[config.mk]
export PLATFORM = sky130hd
export DESIGN_NAME = coin_acceptor
export DESIGN_NICKNAME = d
export VERILOG_FILES = /design/src/rtl/coin_pkg.sv /design/src/rtl/coin_debounce.sv /design/src/rtl/coin_acceptor.sv
export SDC_FILE = /design/constraint.sdc
export NUM_CORES = 1
export LEC_CHECK = 0
export ABC_AREA = 0
export CORE_MARGIN = 5
export CORE_UTILIZATION = 56
export DETAILED_ROUTE_END_ITERATION = 7
export HOLD_SLACK_MARGIN = 0.15
export PLACE_DENSITY = 0.83
export SYNTH_ARGS = -nofsm -noshare
export SYNTH_HDL_FRONTEND = slang
export SYNTH_SLANG_ARGS = --single-unit
[constraint.sdc]
create_clock -name clk -period 1.9 [get_ports clk]
set_input_delay 0.38 -clock clk [delete_from_list [all_inputs] [get_ports clk]]
set_output_delay 0.38 -clock clk [all_outputs]
set_load 0.01 [all_outputs]
[src/rtl/coin_pkg.sv]
// Shared constants for the coin front end and the vending controller that consumes its pulses.
package coin_pkg;

   localparam int DEBOUNCE_CYCLES_DEF = 4;
   localparam int JAM_CYCLES_DEF      = 64;

   typedef logic [1:0] coin_t;

   localparam coin_t COIN_NONE = 2'd0;
   localparam coin_t COIN_5    = 2'd1;
   localparam coin_t COIN_10   = 2'd2;

   typedef enum logic [1:0] {
      ST_RUN   = 2'd0,
      ST_PEND5 = 2'd1,
      ST_JAM   = 2'd2
   } acc_state_e;

endpackage

[src/rtl/coin_debounce.sv]
// One sensor channel: two-flop synchronizer, debounce filter, rising-edge detect
// and a saturating stuck-high timer.
module coin_debounce
   import coin_pkg::*;
#(
   parameter int DEBOUNCE_CYCLES = DEBOUNCE_CYCLES_DEF,
   parameter int JAM_CYCLES      = JAM_CYCLES_DEF,
   parameter int CNT_W           = 8
) (
   input  logic clk,
   input  logic reset_n,
   input  logic raw,
   output logic rise,
   output logic stable,
   output logic stuck
);

   localparam logic [CNT_W-1:0] DB_LAST = CNT_W'(DEBOUNCE_CYCLES - 1);
   localparam logic [CNT_W-1:0] JAM_TC  = CNT_W'(JAM_CYCLES);

   logic             sync1;
   logic             sync2;
   logic             stable_d;
   logic [CNT_W-1:0] cnt;
   logic [CNT_W-1:0] hi_cnt;

   always_ff @(posedge clk or negedge reset_n) begin
      if (!reset_n) begin
         sync1    <= 1'b0;
         sync2    <= 1'b0;
         stable   <= 1'b0;
         stable_d <= 1'b0;
         cnt      <= '0;
         hi_cnt   <= '0;
      end else begin
         sync1    <= raw;
         sync2    <= sync1;
         stable_d <= stable;

         // any sample matching the stable level restarts the qualification window
         if (sync2 == stable) begin
            cnt <= '0;
         end else if (cnt == DB_LAST) begin
            stable <= sync2;
            cnt    <= '0;
         end else begin
            cnt <= cnt + 1'b1;
         end

         if (!stable) begin
            hi_cnt <= '0;
         end else if (hi_cnt != JAM_TC) begin
            hi_cnt <= hi_cnt + 1'b1;
         end
      end
   end

   assign rise  = stable & ~stable_d;
   assign stuck = (hi_cnt == JAM_TC);

endmodule

[src/rtl/coin_acceptor.sv]
// Coin slot front end: turns two bouncy sensors into single-cycle in5/in10 pulses,
// with reject when disabled and jam suppression.
//
//   state    | meaning
//   ---------+-----------------------------------------------------------
//   ST_RUN   | normal acceptance, rises map straight to in5/in10/reject
//   ST_PEND5 | in10 just issued for a simultaneous pair, in5 owed now
//   ST_JAM   | a sensor is stuck high, all pulses suppressed
module coin_acceptor
   import coin_pkg::*;
#(
   parameter int DEBOUNCE_CYCLES = DEBOUNCE_CYCLES_DEF,
   parameter int JAM_CYCLES      = JAM_CYCLES_DEF,
   parameter int CNT_W           = 8
) (
   input  logic clk,
   input  logic reset_n,
   input  logic coin5_raw,
   input  logic coin10_raw,
   input  logic enable,
   output logic in5,
   output logic in10,
   output logic reject,
   output logic jam
);

   logic       rise5, rise10;
   logic       stable5, stable10;
   logic       stuck5, stuck10;
   acc_state_e state, state_n;
   coin_t      grant;
   logic       rej_nxt;

   coin_debounce #(
      .DEBOUNCE_CYCLES(DEBOUNCE_CYCLES),
      .JAM_CYCLES     (JAM_CYCLES),
      .CNT_W          (CNT_W)
   ) u_deb5 (
      .clk    (clk),
      .reset_n(reset_n),
      .raw    (coin5_raw),
      .rise   (rise5),
      .stable (stable5),
      .stuck  (stuck5)
   );

   coin_debounce #(
      .DEBOUNCE_CYCLES(DEBOUNCE_CYCLES),
      .JAM_CYCLES     (JAM_CYCLES),
      .CNT_W          (CNT_W)
   ) u_deb10 (
      .clk    (clk),
      .reset_n(reset_n),
      .raw    (coin10_raw),
      .rise   (rise10),
      .stable (stable10),
      .stuck  (stuck10)
   );

   always_ff @(posedge clk or negedge reset_n) begin
      if (!reset_n) begin
         state  <= ST_RUN;
         in5    <= 1'b0;
         in10   <= 1'b0;
         reject <= 1'b0;
      end else begin
         state  <= state_n;
         in5    <= (grant == COIN_5);
         in10   <= (grant == COIN_10);
         reject <= rej_nxt;
      end
   end

   always_comb begin
      state_n = state;
      case (state)
         ST_JAM:   if (!stable5 && !stable10) state_n = ST_RUN;
         ST_PEND5: state_n = ST_RUN;
         default:  state_n = (rise5 && rise10 && enable) ? ST_PEND5 : ST_RUN;
      endcase
      // a stuck sensor overrides everything, dropping any owed in5
      if (stuck5 || stuck10) state_n = ST_JAM;
   end

   always_comb begin
      grant   = COIN_NONE;
      rej_nxt = 1'b0;
      case (state)
         ST_RUN: begin
            if (rise5 || rise10) begin
               if (!enable)     rej_nxt = 1'b1;
               else if (rise10) grant   = COIN_10;
               else             grant   = COIN_5;
            end
         end
         ST_PEND5: if (enable) grant = COIN_5;
         default:  ;
      endcase
   end

   assign jam = (state == ST_JAM);

endmodule

; ---- Word level (Yosys, flattened, before mapping)
; Cells that the tools add are included.
[op_classes]
n_eq_ne = 15
muxes = 20
bitwise_logic = 6
n_addsub = 4
reduce_logical = 10
[ops]
columns = operator, count
row1 = $mux W8, 8
row2 = $add A8 B1 Y8 const B, 4
row3 = $eq A8 B2 Y1 const B, 2
row4 = $eq A8 B7 Y1 const B, 2
row5 = $ne A8 B7 Y1 const B, 2
row6 = $mux W2, 5
row7 = $pmux W2 S2, 2
row8 = $mux W1, 5
row9 = $eq A2 B1 Y1 const B, 2
row10 = $eq A2 B2 Y1 const B, 2
row11 = $ne A2 B2 Y1 const B, 2
row12 = $not A1 Y1, 4
row13 = $reduce_and A2 Y1, 2
row14 = $logic_and A1 B1 Y1, 3
row15 = $ne A3 B1 Y1 const B, 1
row16 = $and A1 B1 Y1, 2
row17 = $eq A1 B1 Y1, 2
row18 = $logic_not A1 Y1, 2
row19 = $logic_not A2 Y1, 1
row20 = $logic_or A1 B1 Y1, 2
[totals]
in_bits = 5
register_bits = 45
elab_cells = 71

; ---- Logic depth before layout (Yosys ltp)
; Gate-level depths: netlist (run 1).
[depth]
depth_word = 7
mapped_depth = 5

; ---- By module
; A second synthesis (run 1) with hierarchy kept.
[unflattened]
cells_unflattened = 197
area_unflattened_um2 = 2124.5
[modules_own_cells]
columns = mod, n_inst, seq_area_each_um2, cells_per_inst, area_each_um2
row1 = coin_debounce, 2, 500.5, 87, 935.9
row2 = coin_acceptor, 1, 125.1, 23, 252.7

; ---- Worst setup path before layout (run 1)
; OpenSTA, ideal clock, no wires.
[synth_timing]
path_type = flip-flop to flip-flop
from = register u_deb10.cnt[0]
to = register u_deb10.stable
arrival_ps = 1558
slack_ps = 217
setup_time_ps = 125
path_stages_with_launch = 5
path_buffers = 0
path_cell_list = dfrtp_1 -> ha_1 -> or4b_4 -> nor4_2 -> mux2_2
[synth_between]
elab_chain_cells = 2
[synth_rtl]
columns = element, line
row1 = start: declaration, coin_debounce.sv:24  ; logic [CNT_W-1:0] cnt;
row2 = start signal: assignment, coin_debounce.sv:47  ; cnt <= cnt + 1'b1;
row3 = $eq A8 B2 Y1, coin_debounce.sv:43  ; end else if (cnt == DB_LAST) begin
row4 = $reduce_and A2 Y1 (no line), --
row5 = end signal: assignment, coin_debounce.sv:44  ; stable <= sync2;
row6 = end: declaration, coin_debounce.sv:14  ; output logic stable,
; Every way passes these cells.
; A chain may end at the register's enable or synchronous reset.

; ---- Final worst setup path (run 1)
[layout_timing]
from = register u_deb10.cnt[0]
to = register u_deb10.cnt[7]
[layout_between]
elab_chain_cells = 3
[layout_rtl]
columns = element, line
row1 = $add A8 B1 Y8 / $eq A8 B2 Y1 (equally long branches), "coin_debounce.sv:47, coin_debounce.sv:43"
row2 = $mux W8 (*), coin_debounce.sv:43
row3 = $mux W8 (*), coin_debounce.sv:41  ; if (sync2 == stable) begin
; Every way passes the cells marked *; elsewhere a longest branch is shown, timed or not.

==> results of run 1 <==
power groups by stage:
stage | Clock, mW | Sequential [mW] | Combinational [mW]
after floorplan | 0 | 1.26 | 0.460
after global placement | 0 | 1.30 | 0.596
after detailed placement | 0 | 1.31 | 0.607
after CTS | 0.716 | 1.29 | 0.611
after global routing | 0.760 | 1.33 | 0.711
final | 0.703 | 1.30 | 0.626
cell type report:
| class | instances | area (µm²) |
|---|---|---|
| Clock buffer | 5 | 68.8 |
| Clock inverter | 2 | 35.0 |
| Fill cell | 295 | 1270 |
| Inverter | 13 | 48.8 |
| Multi-Input combinational cell | 145 | 980 |
| Sequential cell | 45 | 1130 |
| Tap cell | 48 | 60.1 |
| Timing Repair Buffer | 11 | 96.3 |
worst register-to-register path: cells and delay by family (launching register included):
kind / cells / cell delay, ns
adders and majority gates: 1 / 0.23
AOI/OAI and AO/OA: 2 / 0.36
and+or+nand+nor: 1 / 0.50
buffers and inverters: 1 / 0.20
DFF: 1 / 0.41
metrics by stage:
| stage | worst slack, ns | cell area, µm² | hold slack, ns | instances |
|---|---|---|---|---|
| 4_1_cts | 0.0823 | 2400 | 0.175 | 268 |
| 5_1_grt | 0.0129 | 2410 | 0.203 | 269 |
| 3_5_place_dp | 0.104 | 2300 | 0.340 | 261 |
| 2_1_floorplan | 0.217 | 2150 | 0.0844 | 204 |
| 6_report | 0.0985 | 2410 | 0.144 | 269 |
| 3_3_place_gp | 0.141 | 2300 | 0.333 | 261 |
how the worst min path moves through the flow:
stage	start	end	slack [ns]
floorplan	reset_n	in10	0.08
global placement	u_deb10.sync1	u_deb10.sync2	0.33
detailed placement	u_deb5.sync1	u_deb5.sync2	0.34
CTS	reset_n	u_deb10.hi_cnt[3]	0.18
global route	reset_n	u_deb10.cnt[2]	0.20
finish	reset_n	u_deb10.hi_cnt[3]	0.14
layout by cell type, fill, tap and decap left out, types with 2 or more instances in the layout:
cell type and n:
dfrtp_1 45, nand4bb_1 2, nor4_2 2, xnor2_1 2, buf_4 3, o41ai_4 2
nor2_1 17, nor4bb_1 2, o21ai_0 14, clkdlybuf4s50_1 6, nor3b_1 3, or3_1 13
clkbuf_8 5, nor3_1 6, nand3_1 17, ha_2 2, xor2_1 10, a21oi_1 19
nand4_1 3, mux2_2 2, ha_1 7, nor2b_1 3, inv_1 13, nand2_1 8
routing by layer:
metal  routed length, µm  up-vias  global-route usage (%)
met5                   0        -                       0
met4                  35        0                    5.01
met3                 125        5                    4.16
met2                1680       22                    25.5
met1                1730      725                    21.0
li1                    -      767                       -
kinds of logic after synthesis:
kind of cell / Yosys count / share of synthesized area [%]
AOI/OAI and AO/OA: 41 / 12.5
xor gates and xnor gates: 12 / 4.88
adders and majority gates: 9 / 5.23
buffers and inverters: 14 / 2.50
DFF: 45 / 52.3
muxes: 2 / 1.05
and+or+nand+nor: 81 / 21.5
state kept, by name, summed over array words and instances (netlist names), 2 cells and up:
name / flops
u_deb5.hi_cnt: 8
u_deb10.cnt: 8
u_deb5.cnt: 8
u_deb10.hi_cnt: 8
state: 2
repair_timing:
action,4_1_cts,5_1_grt
hold buffers,0,0
hold endpoints to repair,0,0
pin swaps,0,1
setup buffers,0,1
endpoints found under the setup margin,1,5
gates resized for setup,2,1
==> metrics.yaml, run 1 <==
status: "complete, no violations"
worstSetupPathType: "reg2reg"
first_pass_iters: 4
fmax_mhz: 555
finClkSkew_ns: 0.00306
switching_power_mw: 0.843
reg2regPathDepth: 5
cts_inserted_buffers: 5
drv_cap: 0
setup_viol_count_final: 0
synth_area_leaders: "dfrtp_1 (52%), ha_1 (5.2%), a21oi_1 (4.4%)"
die_area_mm2: 0.00519
antenna_left: 0
crit_fanout: 7
finalPower_mw: 2.62
crit_buf_inv: 1
place_hpwl_mm: 2.42
min_path_type: "in2async"
rsz0062_at_grt: "no"
swShare_pct: 32.1
synthFlopType: "dfrtp_1"
yosys.cell_count.top_type: "dfrtp_1"
synth.top_cell.area_share_pct: 52.3
synth-edff-count: 0
clkTransAtPathRegs_ns: 0.08
overflow: 0
syn_nets: 218
routabilityCongestion: 0.818
fin_setup_tns_ns: 0
pin_count: 9
reg2reg_from: "u_deb10.cnt[0]"
ys_async_sr_fraction_pct: 100
pwr-share-clk_pct: 26.8
yosys_warnings: 0
slew_headroom_pct: 63.3
die_h_um: 72.0
row_count: 22
core-area_mm2: 0.00369
cts_tree: "yes"
synth_seq_area_share_pct: 52.3
ir_drop_mv: 0.470
required_ns: 2.08
cts.htree.levels: 2
timing.final.crit_period_ns: 1.80
cp-startpoint: "u_deb10.cnt[0]"
drt_iter0_drc: 85
start_kind: "flip-flop"
syn_to_final_growth_pct: 12.1
drive_above_1_share_pct: 9.50
grt_pass1_wl_mm: 6.53
final_core_util_pct: 65.5
wl_per_cell_um: 13.3
cp.depth: 5
p_int_mw: 1.78
cts_sinks: 45
r2r-end: "u_deb10.cnt[7]"
min_period_over_period_pct: 94.8
endpoint_kind: "flip-flop"
dr_total_vias: 1519
seqPwrFrac_pct: 49.4
clockRootBuffer: "clkbuf_8"
report.final.hold_viol_count: 0
crit_family: "simple AND/OR/NAND/NOR gates"
yosysTopAreaCell: "dfrtp_1"
nNetsFinal: 235
syn-instance-count: 204
synth_seq_cells: 45
r2r_setup_slack_ns: 0.1
cpMaxStageDelayCell: "or4b_4"
syn-cell-area_mm2: 0.00215
antenna_found_initial: 0
synth_cell_types: 32
synth_commonest_cells: "dfrtp_1 (45), a21oi_1 (19), nand3_1 (17), nor2_1 (17), o21ai_0 (14)"
clk_latency_ns: 0.29
ctsLongestPathBuffers: 2
p_leak_nw: 1.01
cpPeakStageDelay_ns: 0.50
initial_utilization_pct: 58.4
slew_viol_final: 0
place.port_buffers: 8
drc: 0
grt_usage_pct: 15.8
wl_mm: 3.57
cellPowerDensity_mw_per_mm2: 1090
via_per_inst: 5.65
diodes: 0
crit_chain: "ha_2 -> or4b_4 -> o41ai_4 -> buf_4 -> a21oi_1"
crit_end: "u_deb10.cnt[7]"
p_comb_share_pct: 23.9
crit_arrival_ns: 1.98
synth.avg_cell_area_um2: 10.6
die_x_um: 72.0
grt_max_degree: 46
grt_pass1_vias: 1455
tightest_slew_ns: 0.550
(Power assumes the default switching activity.)
==> inputs of run 2 (changes only) <==
--- a/config.mk
+++ b/config.mk
@@ -5,10 +5,11 @@
 export SDC_FILE = /design/constraint.sdc
 export NUM_CORES = 1
 export LEC_CHECK = 0
-export ABC_AREA = 0
+export ABC_AREA = 1
 export CORE_MARGIN = 5
 export CORE_UTILIZATION = 56
 export DETAILED_ROUTE_END_ITERATION = 7
+export GPL_ROUTABILITY_DRIVEN = 0
 export HOLD_SLACK_MARGIN = 0.15
 export PLACE_DENSITY = 0.83
 export SYNTH_ARGS = -nofsm -noshare
==> run 2 against run 1 <==
Net effect:
- synthesized area increased by 1.3%
- flip-flop and latch count did not move
- clock skew is essentially flat
- die area grew 1.1%
- sequential share of layout area fell by 0.14 points
- setup slack improved by 0.16 ns
- register-to-register slack improved by 0.36 ns
- clock-buffer cell count rose by 2
- first-iteration DRC count shrank 56%
- via count grew 7.2%
- largest power group unchanged
==> metrics.yaml, run 2 <==
postCtsSetupBuffers: 0
overflow: 0
pin_count: 9
drc: 0
crit_fanout: 3
initial_utilization_pct: 58.7
synth_commonest_cells: "nand2_1 (57), nor2_1 (48), dfrtp_1 (45)"
worstSetupPathType: "reg2out"
final_common_cell: "nand2_1"
p_comb_share_pct: 20.5
switching_power_mw: 0.767
layout.cells.non_filler: 326
ys_async_sr_fraction_pct: 100
finClkSkew_ns: 0.00324
antenna_found_initial: 0
via_per_inst: 4.99
place_inst: 318
syn-cell-area_mm2: 0.00218
place_hpwl_mm: 2.73
die_area_mm2: 0.00524
cts_tree: "yes"
timing.final.crit_period_ns: 1.64
row_count: 22
yosysTopAreaCell: "dfrtp_1"
drive_above_1_share_pct: 4.32
wl_mm: 3.69
synth_area_leaders: "dfrtp_1 (52%), nand2_1 (9.8%), nor2_1 (8.3%)"
fin_setup_tns_ns: 0
fmax_mhz: 611
start_kind: "flip-flop"
grt_pass1_wl_mm: 6.79
placed_area_mm2: 0.00233
cts_inserted_buffers: 5
synth_compound_area_share_pct: 5.16
crit_arrival_ns: 1.26
r2r-end: "u_deb10.cnt[2]"
drv_cap: 0
dr_total_vias: 1628
cts_sinks: 45
reg2reg_from: "u_deb10.cnt[0]"
min_period_over_period_pct: 86.1
hold_end: "u_deb10.sync2"
grt_max_degree: 29
rsz0062_at_grt: "no"
die_x_um: 72.4
synthFlopType: "dfrtp_1"
required_ns: 1.52
grt_pass1_vias: 1627
pre_cts_ws_ns: 0.311
syn_nets: 277
hold_start: "u_deb10.sync1"
yosys.cell_count.top_type: "nand2_1"
fin_ws_ns: 0.263
die_h_um: 72.4
synth_seq_area_share_pct: 51.6
synth_xor_xnor_area_share_pct: 3.61
syn-instance-count: 263
wl_per_cell_um: 11.3
final_core_util_pct: 65.2
report.final.hold_viol_count: 0
clockRootBuffer: "clkbuf_8"
slew_headroom_pct: 67.0
endpoint_kind: "output port"
first_pass_iters: 4
cts.htree.levels: 2
clkTransAtPathRegs_ns: 0.08
p_leak_nw: 1.18
synth_seq_cells: 45
ir_drop_mv: 0.574
nNetsFinal: 292
yosys_warnings: 0
swShare_pct: 32.4
finalPower_mw: 2.36
min_path_type: "reg2reg"
pwr-share-clk_pct: 25.2
muxShareOfSynthArea_pct: 0
synth.avg_cell_area_um2: 8.30
reg2regPathDepth: 5
hold_depth: 0
diodes: 0
final_cell_mix: "nand2_1 (57), nor2_1 (48), dfrtp_1 (45)"
drt_iter0_drc: 37
synth.top_cell.area_share_pct: 51.6
yosys.area_share.simple_pct: 27.8
clk_latency_ns: 0.30
grt_usage_pct: 16.7
r2r_setup_slack_ns: 0.46
status: "complete, no violations"
synth_top_family_by_area: "simple AND/OR/NAND/NOR gates"
holdWs_ns: 0.352
tightest_slew_ns: 0.494
core-area_mm2: 0.00372
syn_to_final_growth_pct: 11.0
slew_viol_final: 0
p_int_mw: 1.60
setup_viol_count_final: 0
fin_area_mm2: 0.00242
seqPwrFrac_pct: 54.3
synthAdderAreaFrac_pct: 5.16
antenna_left: 0
synth-edff-count: 0
ctsLongestPathBuffers: 2
place.port_buffers: 8
cellPowerDensity_mw_per_mm2: 976
synth_cell_types: 22
run 2: critical path, stage by stage (launching register included):
cell	delay [ns]
dfrtp_1	0.38
inv_1	0.07
ha_1	0.22
dlygate4sd2_1	0.29
run 2: power groups by stage:
| stage | registers [mW] | clock network (mW) | logic, mW |
|---|---|---|---|
| final | 1.28 | 0.594 | 0.484 |
| after global routing | 1.32 | 0.658 | 0.570 |
| after CTS | 1.29 | 0.612 | 0.497 |
| after detailed placement | 1.30 | 0 | 0.492 |
| after global placement | 1.30 | 0 | 0.471 |
| after floorplan | 1.23 | 0 | 0.389 |
run 2: repair_timing:
| action | CTS | global route |
|---|---|---|
| hold buffers | 1 | 0 |
| setup endpoints to repair | 1 | 0 |
| resized for setup | 1 | 0 |
| endpoints found under the hold margin | 17 | 0 |
run 2: cell type report:
type	instances	area [µm²]
clock buffer	7	86.3
fill	315	1290
inverter	36	135
sequential	45	1130
tap	48	60.1
multi-input combinational	180	911
timing repair buffer	10	104
run 2: worst max path at each step:
stage | slack [ns] | startpoint | depth (start not counted) | end
finish | 0.26 | state[0] | 3 | jam
global route | 0.19 | state[0] | 3 | jam
CTS | 0.24 | state[0] | 3 | jam
detailed placement | 0.31 | state[0] | 3 | jam
global placement | 0.36 | state[0] | 3 | jam
floorplan | 0.68 | u_deb10.cnt[0] | 5 | u_deb10.cnt[0]
run 2: logic make-up (layout without fill, tap and decap cells):
| logic type | count (synthesis) | in the layout |
|---|---|---|
| AOI/OAI and AO/OA | 20 | 20 |
| xor gates and xnor gates | 9 | 9 |
| adders and majority gates | 9 | 9 |
| buffers and inverters | 38 | 53 |
| DFF | 45 | 45 |
| and+or+nand+nor | 142 | 142 |
run 2: per-layer routing:
metal  global-route usage [%]  share of wire, %  vias up
li1                         -                 -      850
met3                     4.99               3.1        7
met5                        0                 0        -
met1                     19.7                46      754
met2                     28.9                49       17
met4                     6.15               1.6        0
==> inputs of run 3 (changes only) <==
--- a/config.mk
+++ b/config.mk
@@ -6,12 +6,14 @@
 export NUM_CORES = 1
 export LEC_CHECK = 0
 export ABC_AREA = 1
+export CELL_PAD_IN_SITES_DETAIL_PLACEMENT = 1
+export CELL_PAD_IN_SITES_GLOBAL_PLACEMENT = 2
 export CORE_MARGIN = 5
-export CORE_UTILIZATION = 56
+export CORE_UTILIZATION = 36
 export DETAILED_ROUTE_END_ITERATION = 7
 export GPL_ROUTABILITY_DRIVEN = 0
 export HOLD_SLACK_MARGIN = 0.15
-export PLACE_DENSITY = 0.83
+export PLACE_DENSITY = 0.86
 export SYNTH_ARGS = -nofsm -noshare
 export SYNTH_HDL_FRONTEND = slang
 export SYNTH_SLANG_ARGS = --single-unit
==> run 3 against run 2 <==
Net effect:
- critical path depth unchanged
- die area increased by 47%
- global-route usage decreased by 3.1 points
- flip-flop and latch count unchanged
- utilization decreased by 23 points
- clock skew increased by 0.0047 ns
- sequential share of layout area decreased by 0.96 points
- design area increased by 2.1%
- highest routed layer unchanged
- first-iteration DRC count increased by 19%
- largest cell class unchanged
- worst hold slack improved by 0.0026 ns
==> metrics.yaml, run 3 (synthesis results as in run 2) <==
start_kind: "flip-flop"
clockRootBuffer: "clkbuf_8"
status: "complete, no violations"
crit_end: "jam"
grt_pass1_wl_mm: 8.20
finClkSkew_ns: 0.00789
r2r-end: "u_deb10.cnt[0]"
grt_max_degree: 46
grt_pass1_vias: 1817
min_path_type: "reg2reg"
via_per_inst: 4.77
crit_arrival_ns: 1.29
fin_setup_tns_ns: 0
pre_cts_ws_ns: 0.250
p_leak_nw: 1.19
cts_inserted_buffers: 5
rsz0062_at_grt: "no"
diodes: 0
cts_tree: "yes"
wl_mm: 4.52
clk_latency_ns: 0.29
report.final.hold_viol_count: 0
cp-startpoint: "state[0]"
endpoint_kind: "output port"
drive_above_1_share_pct: 4.68
worstSetupPathType: "reg2out"
drc: 0
first_pass_iters: 3
row_count: 28
final_core_util_pct: 41.8
syn_to_final_growth_pct: 13.4
required_ns: 1.52
reg2regPathDepth: 5
core-area_mm2: 0.00592
clkTransAtPathRegs_ns: 0.08
die_h_um: 87.9
fmax_mhz: 600
cts.htree.levels: 2
finalPower_mw: 2.50
slew_viol_final: 0
cts_sinks: 45
drv_cap: 0
overflow: 0
antenna_found_initial: 0
final_cell_mix: "nand2_1 (57), nor2_1 (48), dfrtp_1 (45)"
die_x_um: 87.9
cellPowerDensity_mw_per_mm2: 1010
fin_ws_ns: 0.235
slew_headroom_pct: 64.8
r2r_setup_slack_ns: 0.47
antenna_left: 0
hold_depth: 0
initial_utilization_pct: 36.9
die_area_mm2: 0.00772
place_hpwl_mm: 3.33
setup_viol_count_final: 0
place.port_buffers: 8
final_common_cell: "nand2_1"
tightest_slew_ns: 0.528
grt_usage_pct: 13.6
drt_iter0_drc: 44
timing.final.crit_period_ns: 1.67
reg2reg_from: "u_deb10.cnt[0]"
wl_per_cell_um: 12.8
dr_total_vias: 1685
ir_drop_mv: 0.411
ctsLongestPathBuffers: 2
min_period_over_period_pct: 87.7
nNetsFinal: 292
crit_fanout: 3
pin_count: 9
==> run 3: changes by cell type in the layout (fill, tap and decap cells not counted), sizes merged <==
cell    previous run  this run
clkbuf             7         5
clkinv             0         1
bufinv             0         1
==> run 3: worst max-delay path, stage by stage (launching register included) <==
cell and delay (ns):
dfrtp_1 0.40, inv_1 0.10, ha_1 0.20, dlygate4sd2_1 0.30
==> run 3: metrics by stage <==
stage	hold WS [ns]	std cells	instance area, µm²
after floorplan	0.0844	263	2180
after global placement	0.332	345	2360
after detailed placement	0.336	345	2360
after CTS	0.356	353	2470
after global routing	0.374	353	2470
final	0.354	353	2470
==> run 3: area by class of cell <==
class | instances | area, µm²
Clock buffer | 5 | 68.8
Clock inverter | 2 | 35.0
Fill cell | 719 | 3450
Inverter | 36 | 135
Multi-Input combinational cell | 180 | 911
Sequential cell | 45 | 1130
Tap cell | 75 | 93.8
Timing Repair Buffer | 10 | 104
==> run 3: where the power goes <==
group	switching, mW	internal, mW	leakage, nW
Combinational	0.290	0.209	0.527
Clock	0.318	0.383	0.0540
Sequential	0.195	1.10	0.605
==> run 3: per-layer routing <==
layer / vias up / track usage, % / wire length, µm
met2: 8 / 23.8 / 2320
met5: - / 0 / 0
met1: 818 / 16.7 / 2050
met4: 0 / 4.18 / 60
met3: 7 / 3.10 / 82
li1: 852 / - / -
==> run 3: worst min path at each step <==
stage	startpoint	to	slack, ns
2_1_floorplan	reset_n	in10	0.08
3_3_place_gp	u_deb10.sync1	u_deb10.sync2	0.33
3_5_place_dp	u_deb10.sync1	u_deb10.sync2	0.34
4_1_cts	u_deb10.sync1	u_deb10.sync2	0.36
5_1_grt	u_deb10.sync1	u_deb10.sync2	0.37
6_report	u_deb10.sync1	u_deb10.sync2	0.35
==> run 3: repair_timing <==
action | CTS | global route
gates resized for setup | 1 | 0
setup endpoints to repair | 1 | 0
hold endpoints to repair | 45 | 0
setup buffers | 0 | 0
hold buffers | 1 | 0
